[src/rtl/pcs_receive.sv]
// 1000BASE-X PCS receive: code-group stream to GMII RXD/RX_DV/RX_ER.
// Optional good-packet/error counters are built when RX_STATS_EN is defined.
module pcs_receive (
  input  logic        clk,
  input  logic        reset_L,
  input  logic        sync_status,
  input  logic [7:0]  rx_cg,
  input  logic        rx_is_k,
  input  logic        rx_cg_invalid,
  output logic [7:0]  RXD,
  output logic        RX_DV,
  output logic        RX_ER,
  output logic        receiving,
  output logic [15:0] pkt_count,
  output logic [15:0] err_count
);

  typedef enum logic [2:0] {
    LINK_FAILED,
    WAIT_FOR_K,
    RX_K,
    IDLE_D,
    RECEIVE,
    TRI_RRI,
    EARLY_END,
    RX_INVALID
  } state_t;

  state_t     state, n_state;
  logic [7:0] s0_cg, s1_cg;
  logic       s0_k, s1_k, s0_inv, s1_inv, s0_v, s1_v;
  logic [7:0] n_rxd;
  logic       n_dv, n_er;

  // Two-stage code-group pipeline; a link failure flushes it
  always_ff @(posedge clk) begin
    if (!reset_L || !sync_status) begin
      s0_cg  <= '0;
      s1_cg  <= '0;
      s0_k   <= 1'b0;
      s1_k   <= 1'b0;
      s0_inv <= 1'b0;
      s1_inv <= 1'b0;
      s0_v   <= 1'b0;
      s1_v   <= 1'b0;
    end else begin
      s0_cg  <= rx_cg;
      s0_k   <= rx_is_k;
      s0_inv <= rx_cg_invalid;
      s0_v   <= 1'b1;
      s1_cg  <= s0_cg;
      s1_k   <= s0_k;
      s1_inv <= s0_inv;
      s1_v   <= s0_v;
    end
  end

  logic k_ok, is_k285, is_s, is_t, is_r, is_v;
  logic d_good, is_idle_d, s0_r;

  assign k_ok      = s1_k && !s1_inv;
  assign is_k285   = k_ok && (s1_cg == 8'hBC);
  assign is_s      = k_ok && (s1_cg == 8'hFB);
  assign is_t      = k_ok && (s1_cg == 8'hFD);
  assign is_r      = k_ok && (s1_cg == 8'hF7);
  assign is_v      = k_ok && (s1_cg == 8'hFE);
  assign d_good    = !s1_k && !s1_inv;
  assign is_idle_d = d_good &&
                     ((s1_cg == 8'hC5) || (s1_cg == 8'h50));
  assign s0_r      = s0_v && s0_k && !s0_inv &&
                     (s0_cg == 8'hF7);

  // Next-state and next-output decode of s1 with s0 look-ahead
  always_comb begin
    n_state = state;
    n_rxd   = 8'h00;
    n_dv    = 1'b0;
    n_er    = 1'b0;
    if (state == LINK_FAILED) begin
      n_state = WAIT_FOR_K;
    end else if (s1_v) begin
      unique case (state)
        WAIT_FOR_K: begin
          if (is_k285) n_state = RX_K;
        end
        RX_K, EARLY_END: begin
          if (is_idle_d) begin
            n_state = IDLE_D;
          end else begin
            n_state = RX_INVALID;
            n_rxd   = 8'h0E;
            n_er    = 1'b1;
          end
        end
        IDLE_D: begin
          if (is_k285) begin
            n_state = RX_K;
          end else if (is_s) begin
            n_state = RECEIVE;
            n_rxd   = 8'h55;
            n_dv    = 1'b1;
          end else begin
            n_state = RX_INVALID;
            n_rxd   = 8'h0E;
            n_er    = 1'b1;
          end
        end
        RECEIVE: begin
          if (d_good) begin
            n_rxd = s1_cg;
            n_dv  = 1'b1;
          end else if (is_t && s0_r) begin
            n_state = TRI_RRI;
          end else if (is_t) begin
            n_rxd = s1_cg;
            n_dv  = 1'b1;
            n_er  = 1'b1;
          end else if (is_k285) begin
            n_state = EARLY_END;
            n_er    = 1'b1;
          end else begin
            n_rxd = 8'hFE;
            n_dv  = 1'b1;
            n_er  = 1'b1;
          end
        end
        TRI_RRI: begin
          if (is_r) begin
            n_state = TRI_RRI;
          end else if (is_k285) begin
            n_state = RX_K;
          end else begin
            n_state = RX_INVALID;
            n_rxd   = 8'h0E;
            n_er    = 1'b1;
          end
        end
        RX_INVALID: begin
          if (is_k285) begin
            n_state = RX_K;
          end else begin
            n_rxd = 8'h0E;
            n_er  = 1'b1;
          end
        end
        default: n_state = LINK_FAILED;
      endcase
    end
  end

  // State and registered GMII outputs; link loss forces idle at once
  always_ff @(posedge clk) begin
    if (!reset_L || !sync_status) begin
      state     <= LINK_FAILED;
      RXD       <= 8'h00;
      RX_DV     <= 1'b0;
      RX_ER     <= 1'b0;
      receiving <= 1'b0;
    end else begin
      state     <= n_state;
      RXD       <= n_rxd;
      RX_DV     <= n_dv;
      RX_ER     <= n_er;
      receiving <= (n_state == RECEIVE) ||
                   (n_state == EARLY_END);
    end
  end

`ifdef RX_STATS_EN
  logic err_seen;

  // Saturating counters; err_seen marks a packet that showed RX_ER
  always_ff @(posedge clk) begin
    if (!reset_L) begin
      pkt_count <= '0;
      err_count <= '0;
      err_seen  <= 1'b0;
    end else if (!sync_status) begin
      err_seen <= 1'b0;
    end else begin
      if (n_er && (err_count != 16'hFFFF))
        err_count <= err_count + 16'd1;
      if (state == IDLE_D && n_state == RECEIVE)
        err_seen <= 1'b0;
      else if (n_er)
        err_seen <= 1'b1;
      if (state == RECEIVE && n_state == TRI_RRI &&
          !err_seen && (pkt_count != 16'hFFFF))
        pkt_count <= pkt_count + 16'd1;
    end
  end
`else
  assign pkt_count = 16'h0000;
  assign err_count = 16'h0000;
`endif

endmodule
[config.mk]
export PLATFORM = sky130hd
export DESIGN_NAME = pcs_receive
export DESIGN_NICKNAME = d
export VERILOG_FILES = /design/src/rtl/pcs_receive.sv
export SDC_FILE = /design/constraint.sdc
export NUM_CORES = 1
export LEC_CHECK = 0
export ABC_AREA = 1
export ABC_CLOCK_PERIOD_IN_PS = 1700
export CAP_MARGIN = 20
export CORE_MARGIN = 2
export CORE_UTILIZATION = 40
export CTS_BUF_LIST = sky130_fd_sc_hd__clkbuf_16
export DETAILED_ROUTE_END_ITERATION = 16
export PLACE_DENSITY = 0.7
export SLEW_MARGIN = 20
export SYNTH_ARGS = -nofsm -noshare
export SYNTH_HDL_FRONTEND = slang
export SYNTH_SLANG_ARGS = --single-unit
[constraint.sdc]
create_clock -name clk -period 1.7 [get_ports clk]
set_clock_uncertainty 0.2 [all_clocks]
set_input_delay 0.34 -clock clk [delete_from_list [all_inputs] [get_ports clk]]
set_output_delay 0.34 -clock clk [all_outputs]
set_load 0.02 [all_outputs]
==> flow_summary.yaml <==
run_status:
  status: "complete, no violations"
finish:
  fin_cells: 341
  diodes: 0
  drive_above_1_share_pct: 15.2
  syn_to_final_growth_pct: 23.4
  finalNetCount: 301
setup_path:
  reg2reg_from: "s1_cg[5]"
  critPathSlowestCell: "dfxtp_4"
  crit_type: "reg2reg"
  r2r_end: "RXD[0]"
  path_cells: "nand2_2 > nor2_4 > nand2_2 > nor2_4 > nand3_1 > nand2_1 > o21ai_0 > nand2_1 > a21oi_1"
  required_ns: 1.67
  endpoint: "RXD[0]"
  critical_path_arrival_ns: 1.54
  cp_top_family: "simple AND/OR/NAND/NOR gates"
  worstRegToRegCells: 9
  critPathLaunchType: "flip-flop"
  reg2reg_slack_ns: 0.13
  crit_path_start: "s1_cg[5]"
  cp_max_fo: 5
  path_buf_inv: 0
  worstSetupPathDepth: 9
  cp-end-kind: "flip-flop"
  slowest_delay_ns: 0.36
cts:
  cts_sinks: 36
  clk_pin_slew_worst_paths_ns: 0.06
  htree_levels: 2
  cts_tree: "yes"
  clk_path_buf_depth: 2
  insertion_delay_ns: 0.28
  numCtsBuffers: 5
  root_buffer: "clkbuf_16"
yosys:
  yosysSeqAreaShare_pct: 40.4
  synth-edff-count: 0
  async_reset_ff_share_pct: 0
  synth_top_cell_by_area: "dfxtp_1"
  ys_seq_elements: 36
  synth.area.top_cells: "dfxtp_1 40%, buf_4 13%, nor2_1 11%"
  synthCells: 255
  yosys_most_used_dff: "dfxtp_1"
  syn_area_per_cell_um2: 6.99
  netlist_area_um2: 1780
  synth_common_cells: "52 x nor2_1, 41 x inv_1, 36 x dfxtp_1"
  yosys_warnings: 0
  yosysMostFrequentCell: "nor2_1"
  yosysTopAreaCellShare_pct: 40.4
  synthDistinctLibCells: 21
detailed_routing:
  routedWlPerCell_um: 9.15
  drtIter0Drc: 107
  avgViaCountPerCell: 4.40
  drt-total-wl_um: 3120
  drtPass1Iterations: 4
  ant_nets: 0
  via_count: 1499
  route.detailed.drc: 0
die:
  die_h_um: 70.8
  start_util_pct: 41.2
  io_pins: 56
  fp-row-count: 24
  core_region_area_um2: 4320
  die_area_um2: 5010
  chipWidth_um: 70.8
placement:
  dpl.hpwl_um: 2360
  dp.cells: 331
  port-buffer-count: 23
  place_congestion: 0.961
global_route:
  first_global_vias: 1285
  grt_pass1_wl_um: 5160
  antenna_found_initial: 0
  grt_util_met2_pct: 21.5
  grt_busiest_layer: "met2"
  met1_usage_pct: 14.4
  grt_max_degree: 21
  grt_overflow: 0
  grt_util_met3_pct: 4.27
  track_usage_pct: 13.2
run:
  drv_cap: 0
timing:
  setup_tns_ns: 0
  final.min_clock_period_ns: 1.57
  fmax_mhz: 637
  hold_viol: 0
  report.final.slew_viol_count: 0
  fin_crit_sh_pct: 92.3
  rsz0062_at_grt: "yes"
  final-setup-viol-count: 0
pwr:
  totalPowerFinal_uw: 2060
  irDropWorstVdd_mv: 0.496
  leakage_uw: 0.00103
  p_per_area_nw_per_um2: 938
hold_path:
  hold_class: "reg2reg"
worst min path at each step:
stage | endpoint | slack (ns) | start | cells after the start
global placement | s1_k | 0.21 | s0_k | 2
CTS | s1_v | 0.23 | s0_v | 2
detailed placement | s1_v | 0.22 | s0_v | 2
floorplan | s1_v | 0.21 | s0_v | 2
global route | s1_v | 0.24 | s0_v | 2
finish | s1_v | 0.23 | s0_v | 2
timing repair:
item	CTS	global route
pin swaps	0	3
gates resized for setup	12	18
hold buffers	0	0
hold endpoints to repair	0	0
endpoints found under the setup margin	14	12
setup buffers	0	2
cells in the final DEF, fill, tap and decap left out, drive strengths merged:
cell type and instances:
buf 6, nand3 16, nand3b 1, a21oi 10
nor3 7, conb 32, inv 45, nand2 36
a31oi 1, nor2 55, dfxtp 36, clkdlybuf4s50 12
nand4 6, clkinvlp 1, o21ai 8, dlygate4sd2 11
clkbuf 5, bufinv 1
kinds of logic after synthesis:
logic type             Yosys count  share of synthesized area, %
AND/OR/NAND/NOR                121                          30.8
flip-flops                      36                          40.4
other                            1                         0.210
buffers and inverters           78                          23.2
AO/OA/AOI/OAI                   19                          5.40
worst register-to-register path, stage by stage, from the launching register on:
cell and delay (ns):
dfxtp_4 0.36, nand2_2 0.09, nor2_4 0.14, nand2_2 0.08
nor2_4 0.17, nand3_1 0.10, nand2_1 0.10, o21ai_0 0.10
nand2_1 0.07, a21oi_1 0.06
where the power goes:
group | switching [uW] | internal, uW | leakage, uW
combinational | 102 | 43.3 | 0.000657
clock | 350 | 695 | 0.0000804
sequential | 13.0 | 860 | 0.000296
cell type report:
type | instances | area (um^2)
clock buffer | 5 | 125
clock inverter | 3 | 46.3
fill | 429 | 2120
inverter | 44 | 165
multi-input combinational | 172 | 807
sequential | 36 | 731
tap | 52 | 65.1
timing repair buffer | 29 | 262
sequential cells by signal, summed over array words and instances (netlist names), 3 cells and up:
signal / flops
RXD: 8
state: 3
s0_cg: 8
s1_cg: 8
through the flow:
| step | setup slack [ns] | area, um^2 | hold slack, ns | util [%] |
|---|---|---|---|---|
| finish | 0.131 | 2200 | 0.228 | 50.9 |
| global placement | 0.0493 | 1980 | 0.213 | 45.7 |
| CTS | 0.0449 | 2140 | 0.230 | 49.5 |
| floorplan | 0.262 | 1900 | 0.208 | - |
| global route | -0.0206 | 2200 | 0.239 | 50.9 |
| detailed placement | 0.0245 | 1980 | 0.222 | 45.7 |
per-layer routing:
metal	up-vias	wire length (um)
li1	782	-
met5	-	0
met4	0	101
met3	14	252
met1	638	1250
met2	65	1520
Power figures use the tool's default switching activity.
